--- config.mk ---
export PLATFORM = sky130hd
export DESIGN_NAME = sync_fifo_prog
export DESIGN_NICKNAME = d
export VERILOG_FILES = /design/src/rtl/sync_fifo_prog.sv
export SDC_FILE = /design/constraint.sdc
export NUM_CORES = 1
export LEC_CHECK = 0
export CAP_MARGIN = 20
export CORE_ASPECT_RATIO = 1.25
export CORE_MARGIN = 4
export CORE_UTILIZATION = 46
export DETAILED_ROUTE_END_ITERATION = 10
export PLACE_DENSITY = 0.61
export SLEW_MARGIN = 20
export SYNTH_ARGS = -nofsm -noshare
export SYNTH_HDL_FRONTEND = slang
export SYNTH_SLANG_ARGS = --single-unit
--- constraint.sdc ---
create_clock -name clk -period 2 [get_ports clk]
set_input_delay 0.4 -clock clk [delete_from_list [all_inputs] [get_ports clk]]
set_output_delay 0.4 -clock clk [all_outputs]
set_load 0.02 [all_outputs]
--- src/rtl/sync_fifo_prog.sv ---
// Single-clock FIFO with programmable almost-full/almost-empty thresholds, occupancy count,
// overflow/underflow pulses and an optional first-word-fall-through read port.
module sync_fifo_prog #(
    parameter int WIDTH     = 8,
    parameter int DEPTH     = 16,
    parameter int AFULL_TH  = DEPTH - 2,
    parameter int AEMPTY_TH = 2,
    parameter int FWFT      = 0
) (
    input  logic                       clk,
    input  logic                       rst,
    input  logic                       winc,
    input  logic [WIDTH-1:0]           wdata,
    output logic                       wfull,
    output logic                       walmost_full,
    input  logic                       rinc,
    output logic [WIDTH-1:0]           rdata,
    output logic                       rempty,
    output logic                       ralmost_empty,
    output logic [$clog2(DEPTH+1)-1:0] count,
    output logic                       overflow,
    output logic                       underflow
);

    localparam int AW = $clog2(DEPTH);
    localparam int CW = $clog2(DEPTH + 1);
    localparam logic [CW-1:0] DEPTH_C  = CW'(DEPTH);
    localparam logic [CW-1:0] AFULL_C  = CW'(AFULL_TH);
    localparam logic [CW-1:0] AEMPTY_C = CW'(AEMPTY_TH);

    logic [WIDTH-1:0] mem [DEPTH];
    logic [AW-1:0]    wptr;
    logic [AW-1:0]    rptr;
    logic             wr_acc;
    logic             rd_acc;
    logic [CW-1:0]    count_nxt;

    // Acceptance uses the registered flags, so a full FIFO still takes a read and an
    // empty one still takes a write when both are requested together.
    always_comb begin
        wr_acc    = winc && !wfull;
        rd_acc    = rinc && !rempty;
        count_nxt = count;
        if (wr_acc && !rd_acc)
            count_nxt = count + 1'b1;
        else if (rd_acc && !wr_acc)
            count_nxt = count - 1'b1;
    end

    always_ff @(posedge clk) begin
        if (rst) begin
            wptr          <= '0;
            rptr          <= '0;
            count         <= '0;
            wfull         <= 1'b0;
            walmost_full  <= 1'b0;
            rempty        <= 1'b1;
            ralmost_empty <= 1'b1;
            overflow      <= 1'b0;
            underflow     <= 1'b0;
        end else begin
            if (wr_acc)
                wptr <= wptr + 1'b1;
            if (rd_acc)
                rptr <= rptr + 1'b1;
            count         <= count_nxt;
            wfull         <= (count_nxt == DEPTH_C);
            walmost_full  <= (count_nxt >= AFULL_C);
            rempty        <= (count_nxt == '0);
            ralmost_empty <= (count_nxt <= AEMPTY_C);
            overflow      <= winc && wfull;
            underflow     <= rinc && rempty;
        end
    end

    always_ff @(posedge clk) begin
        if (wr_acc && !rst)
            mem[wptr] <= wdata;
    end

    generate
        if (FWFT != 0) begin : g_fwft
            assign rdata = mem[rptr];
        end else begin : g_std
            logic [WIDTH-1:0] rdata_p1;
            // Read stage: head word captured on the accepting edge.
            always_ff @(posedge clk) begin
                if (rst)
                    rdata_p1 <= '0;
                else if (rd_acc)
                    rdata_p1 <= mem[rptr];
            end
            assign rdata = rdata_p1;
        end
    endgenerate

endmodule
# == Yosys cells after proc, flatten, opt, wreduce, memory -nomap -nowiden ==
# Memories as Yosys holds them, arrays and structs flattened. A register that Yosys moved wholly into a read port is not among the register bits.
# Cells that the tools add are included.
# word_totals
mem_bits_ro,0
ramBits,128
in_bits,12
output_inout_bits,19
n_memories,1
latch_bits,0
register_bits,19
# mem_list
name,words,word_bits,read_ports,rd_ports_with_merged_regs,wr,line,rtl
mem,16,8,1,1,1,31,logic [WIDTH-1:0] mem [DEPTH];
# op_classes
shifts,0
muxes,4
reduce_logical,13
add_sub_neg,4
magnitude_cmp,2
n_eq_ne,1
div,0
n_bitwise,0
multipliers,0
# ops
op,n
two-way mux 5 bit,2
"adder 4 x 1 -> 4 bit, second input constant",2
logical AND 1 bit,7
"adder 5 x 1 -> 5 bit, second input constant",1
"equality test 5 bit, second input constant",1
"greater-or-equal comparator 5 x 4 -> 1 bit, second input constant",1
"<= comparator 5 x 2 -> 1 bit, second input constant",1
logical NOT 1 bit,5
logical NOT 5 bit,1
"subtractor 5 x 1 -> 5 bit, second input constant",1
two-way mux 1 bit,2

# == Depth between registers and ports, before layout ==
# logic_depth
ltp_word,7
ltp_mapped,7

# == Worst setup path after synthesis ==
# No wires, ideal clock.
# synth_path
path_kind,register to register
start,register count[0]
end,register walmost_full
path_slack_ps,187
stages_incl_launch_ff,7
arrival_ps,1726
synth_period_minus_slack_ps,1813
path_cell_list,dfxtp_1 -> clkbuf_1 -> inv_1 -> ha_1 -> o211a_1 -> or3_1 -> o31ai_1
# synth_via
elab_chain_cells,4
elab_cells_between_ends,5
classes_between,add/sub: 2; order compare: 1; mux: 2
# synth_rtl
item,line,rtl
start: declaration,20,"output logic [$clog2(DEPTH+1)-1:0] count,"
start signal: assignment,66,count <= count_nxt;
subtractor 5 x 1 -> 5 bit,47,count_nxt = count - 1'b1;
two-way mux 5 bit,46,else if (rd_acc && !wr_acc)
two-way mux 5 bit *,44,if (wr_acc && !rd_acc)
greater-or-equal comparator 5 x 4 -> 1 bit *,68,walmost_full <= (count_nxt >= AFULL_C);
end signal: assignment,68,
end: declaration,15,"output logic walmost_full,"
# Mark *: on every way between the ends. The rest lies on a longest branch, timed or not.
# A chain may end at the register's enable or synchronous reset.

==> run_results.csv <==
group,metric,value,unit
outcome,status,"completed",
power,net-switching-power,1.98,mW
critical_path,critPathMaxFanout,23,
synth,synth-seq-cells,155,
power,share_clk_of_total_power,0.396,
routing,drt_iter0_drc,212,
routing,finalWirelength,12.0,mm
floorplanning,dieArea,15400,um^2
routing,antenna_violating_nets_post_route,0,
synth,post_synthesis_mean_instance_area,17.5,um^2
power,cell_internal_pwr,5.74,mW
critical_path,required,2290,ps
power,p_per_area,1040,nW/um^2
clock_network,clock_latency_of_the_later_clocked_register_in_the_worst_skew_pair,420,ps
placed_design,port_buffers,30,
routing,num_vias,3307,
synth,synth.most_common_cell,"edfxtp_1",
finish,area_growth_syn_to_fin,20.4,%
synth,synth.top_cell.area_share,0.621,
placed_design,dpl.cell_count,572,
critical_path,timing.critical_path.from_type,"register",
sta,fin_skew,8.58,ps
sta,timing_max_transition_violations_final,0,
clock_network,clk_pin_slew_worst_paths,60,ps
power,sw_frac_of_total,0.256,
grt,grt_util_all_layers,0.164,
clock_network,cts_hold_buffers,0,
finish,layout.filler_cells,1044,
clock_network,clock_tree.htree_level_count,4,
synth,dominantRegCellSynth,"edfxtp_1",
sta,final_period_minus_worst_setup_slack,1920,ps
floorplanning,die_width,112,um
sta,maxSlewHeadroom,0.617,
sta,fin_crit_sh,0.962,
floorplanning,std_cell_rows,47,
power,ir_drop,0.631,mV
clock_network,cts_setup_buffers,0,
critical_path,critical_path_type,"reg -> reg",
sta,final-setup-viol-count,0,
clock_network,cts_made_buffers,17,
floorplanning,core_region_area,13200,um^2
grt,grt_first_pass_wirelength,18.6,mm
synth,leading_cell_types_by_count_after_synthesis,"edfxtp_1 (128), nor2_1 (40), dfxtp_1 (27)",
sta,rsz0062_at_grt,"no",
synth,post_synth_inst_count,353,
synth,synth_sequential_area_ratio,0.708,
synth,synth_enable_flop_cells,128,
routing,drt_pass1_iterations,4,
clock_network,clock_root_buffer,"clkbuf_16",
finish,design.final.nets,439,
routing,vias_per_cell,5.48,
synth,synthesis.nets,372,
finish,antenna_diodes,0,
sta,setup_tns,0,ps
routing,detail_route.drc_violations,0,
clock_network,tritoncts,"yes",
synth,netlist-cell-type-count,39,
sta,max_freq,0.520,GHz
finish,proportion_of_layout_cells_with_a_drive_suffix_above_1,0.196,
clock_network,clock_sink_count,155,
sta,worst-slew-pin-transition,573,ps
finish,layout.cells.non_filler,604,
grt,number_of_global_route_vias_before_repair,3279,
placed_design,post-dp-hpwl,7.99,mm
sta,timing.final.hold_violations,0,
critical_path,endpoint_kind,"register",
synth,synth.cell_area,6190,um^2
synth,postSynth.asyncResetShare,0,
floorplanning,die_h,138,um
power,pwr-share-seq,0.474,
clock_network,cts_buffer_depth,2,
flow_run,max_cap_violations,0,
min_path,hold_class,"reg -> reg",
grt,initial_antenna_violation_count,0,
floorplanning,initial_utilization,0.468,
grt,grt_remaining_overflow,0,
routing,routed_wire_length_per_instance,19.8,um
power,leakagePower,2.55,nW
floorplanning,design.portCount,31,
grt,grt_max_degree,36,
synth,yosysTopAreaCell,"edfxtp_1",
synth,yosys_warnings,0,
synth,synth.area.top_cells,"edfxtp_1 (62%), dfxtp_1 (8.7%), mux4_1 (8.5%), mux4_2 (4.4%), nor2_1 (2.4%)",
power,power.share.combinational,0.130,
power,fin_total_pwr,7.72,mW
placed_design,routabilityCongestion,0.794,
critical_path,worstPathArrival,2220,ps
-- layout make-up --
type	instances	area, um^2	share of cell area
inverters	6	22.5	0.00302
clock inverters	15	144	0.0193
clock buffers	17	425	0.0571
flip-flops and latches	155	4390	0.588
well taps	171	214	0.0287
repair buffers	67	627	0.0841
multi-input cells	173	1640	0.219
-- final timing paths --
check | start | end | slack, ps | cells after the start
worst max-delay path | rptr[0]$_SDFFE_PP0P_ | rdata[0]$_SDFFE_PP0P_ | 80 | 6
worst min-delay path | wfull$_SDFF_PP0_ | overflow$_SDFF_PP0_ | 470 | 2
worst max register to register | rptr[0]$_SDFFE_PP0P_ | rdata[0]$_SDFFE_PP0P_ | 80 | 6
worst min register to register | wfull$_SDFF_PP0_ | overflow$_SDFF_PP0_ | 470 | 2
-- metal layers --
layer | part of all wire | GRT usage | vias up
met3 | 0.042 | 0.0387 | 16
met2 | 0.53 | 0.288 | 73
li1 | - | - | 1533
met1 | 0.41 | 0.198 | 1685
met5 | 0 | 0 | -
met4 | 0.018 | 0.0595 | 0
-- power groups by stage --
stage,Clock (mW),Sequential (mW),Combinational (mW)
final,3.06,3.66,1.00
after global routing,3.30,3.67,1.08
after CTS,3.13,3.66,1.01
after detailed placement,0,3.73,1.01
after global placement,0,3.73,0.998
after floorplan,0,3.78,0.589
-- cell families (layout without fill, tap and decap cells) --
| group | Yosys count | in the layout | share of synthesized area |
|---|---|---|---|
| compound gates | 46 | 46 | 0.0485 |
| xor+xnor | 9 | 9 | 0.0127 |
| fa+ha+maj | 7 | 7 | 0.0141 |
| buf+inv | 25 | 105 | 0.0277 |
| flops | 155 | 155 | 0.708 |
| mux | 34 | 34 | 0.132 |
| simple gates | 77 | 77 | 0.0568 |
-- state kept, by name, summed over array words and instances (netlist names), 4 cells and up --
name	count
count	5
rptr	4
rdata	8
wptr	4
mem	128
-- metrics by stage --
stage | hold WS, ps | util | setup slack (ps) | cell area, um^2
3_5_place_dp | 463 | 0.520 | -197 | 6890
4_1_cts | 474 | 0.563 | 78.3 | 7450
6_report | 471 | 0.563 | 75.5 | 7450
2_1_floorplan | 482 | - | 187 | 6190
3_3_place_gp | 470 | 0.520 | -153 | 6890
5_1_grt | 497 | 0.563 | 3.97 | 7450
-- worst max-delay path: stages, from the launching register on --
cell	delay, ps
dfxtp_2	370
buf_12	210
mux4_1	600
a22oi_1	280
a21oi_1	150
a21oi_1	130
nor2_1	40
-- layout by cell type, fill, tap and decap left out, drive strengths merged --
cell / instances
a41o: 2
o21ai: 3
ha: 7
a21oi: 18
nand3b: 1
clkdlybuf4s50: 29
or3: 2
clkinv: 1
clkbuf: 17
a22oi: 17
and2: 2
xor2: 6
or3b: 1
mux2i: 1
dlygate4sd2: 1
nor3: 4
a211oi: 1
nand2: 13
a31oi: 1
buf: 37
nand2b: 2
xnor2: 3
clkinvlp: 2
edfxtp: 128
nor2: 41
nand3: 3
nand4: 2
o211a: 1
mux2: 1
and4: 1
mux4: 32
inv: 18
o31ai: 1
dfxtp: 27
a21o: 1
nor2b: 5
a2bb2oi: 1
-- timing repair --
item                       4_1_cts  5_1_grt
hold endpoints to repair         0        0
resized for setup                1        0
setup endpoints to repair        1        0
(Power assumes the default switching activity.)
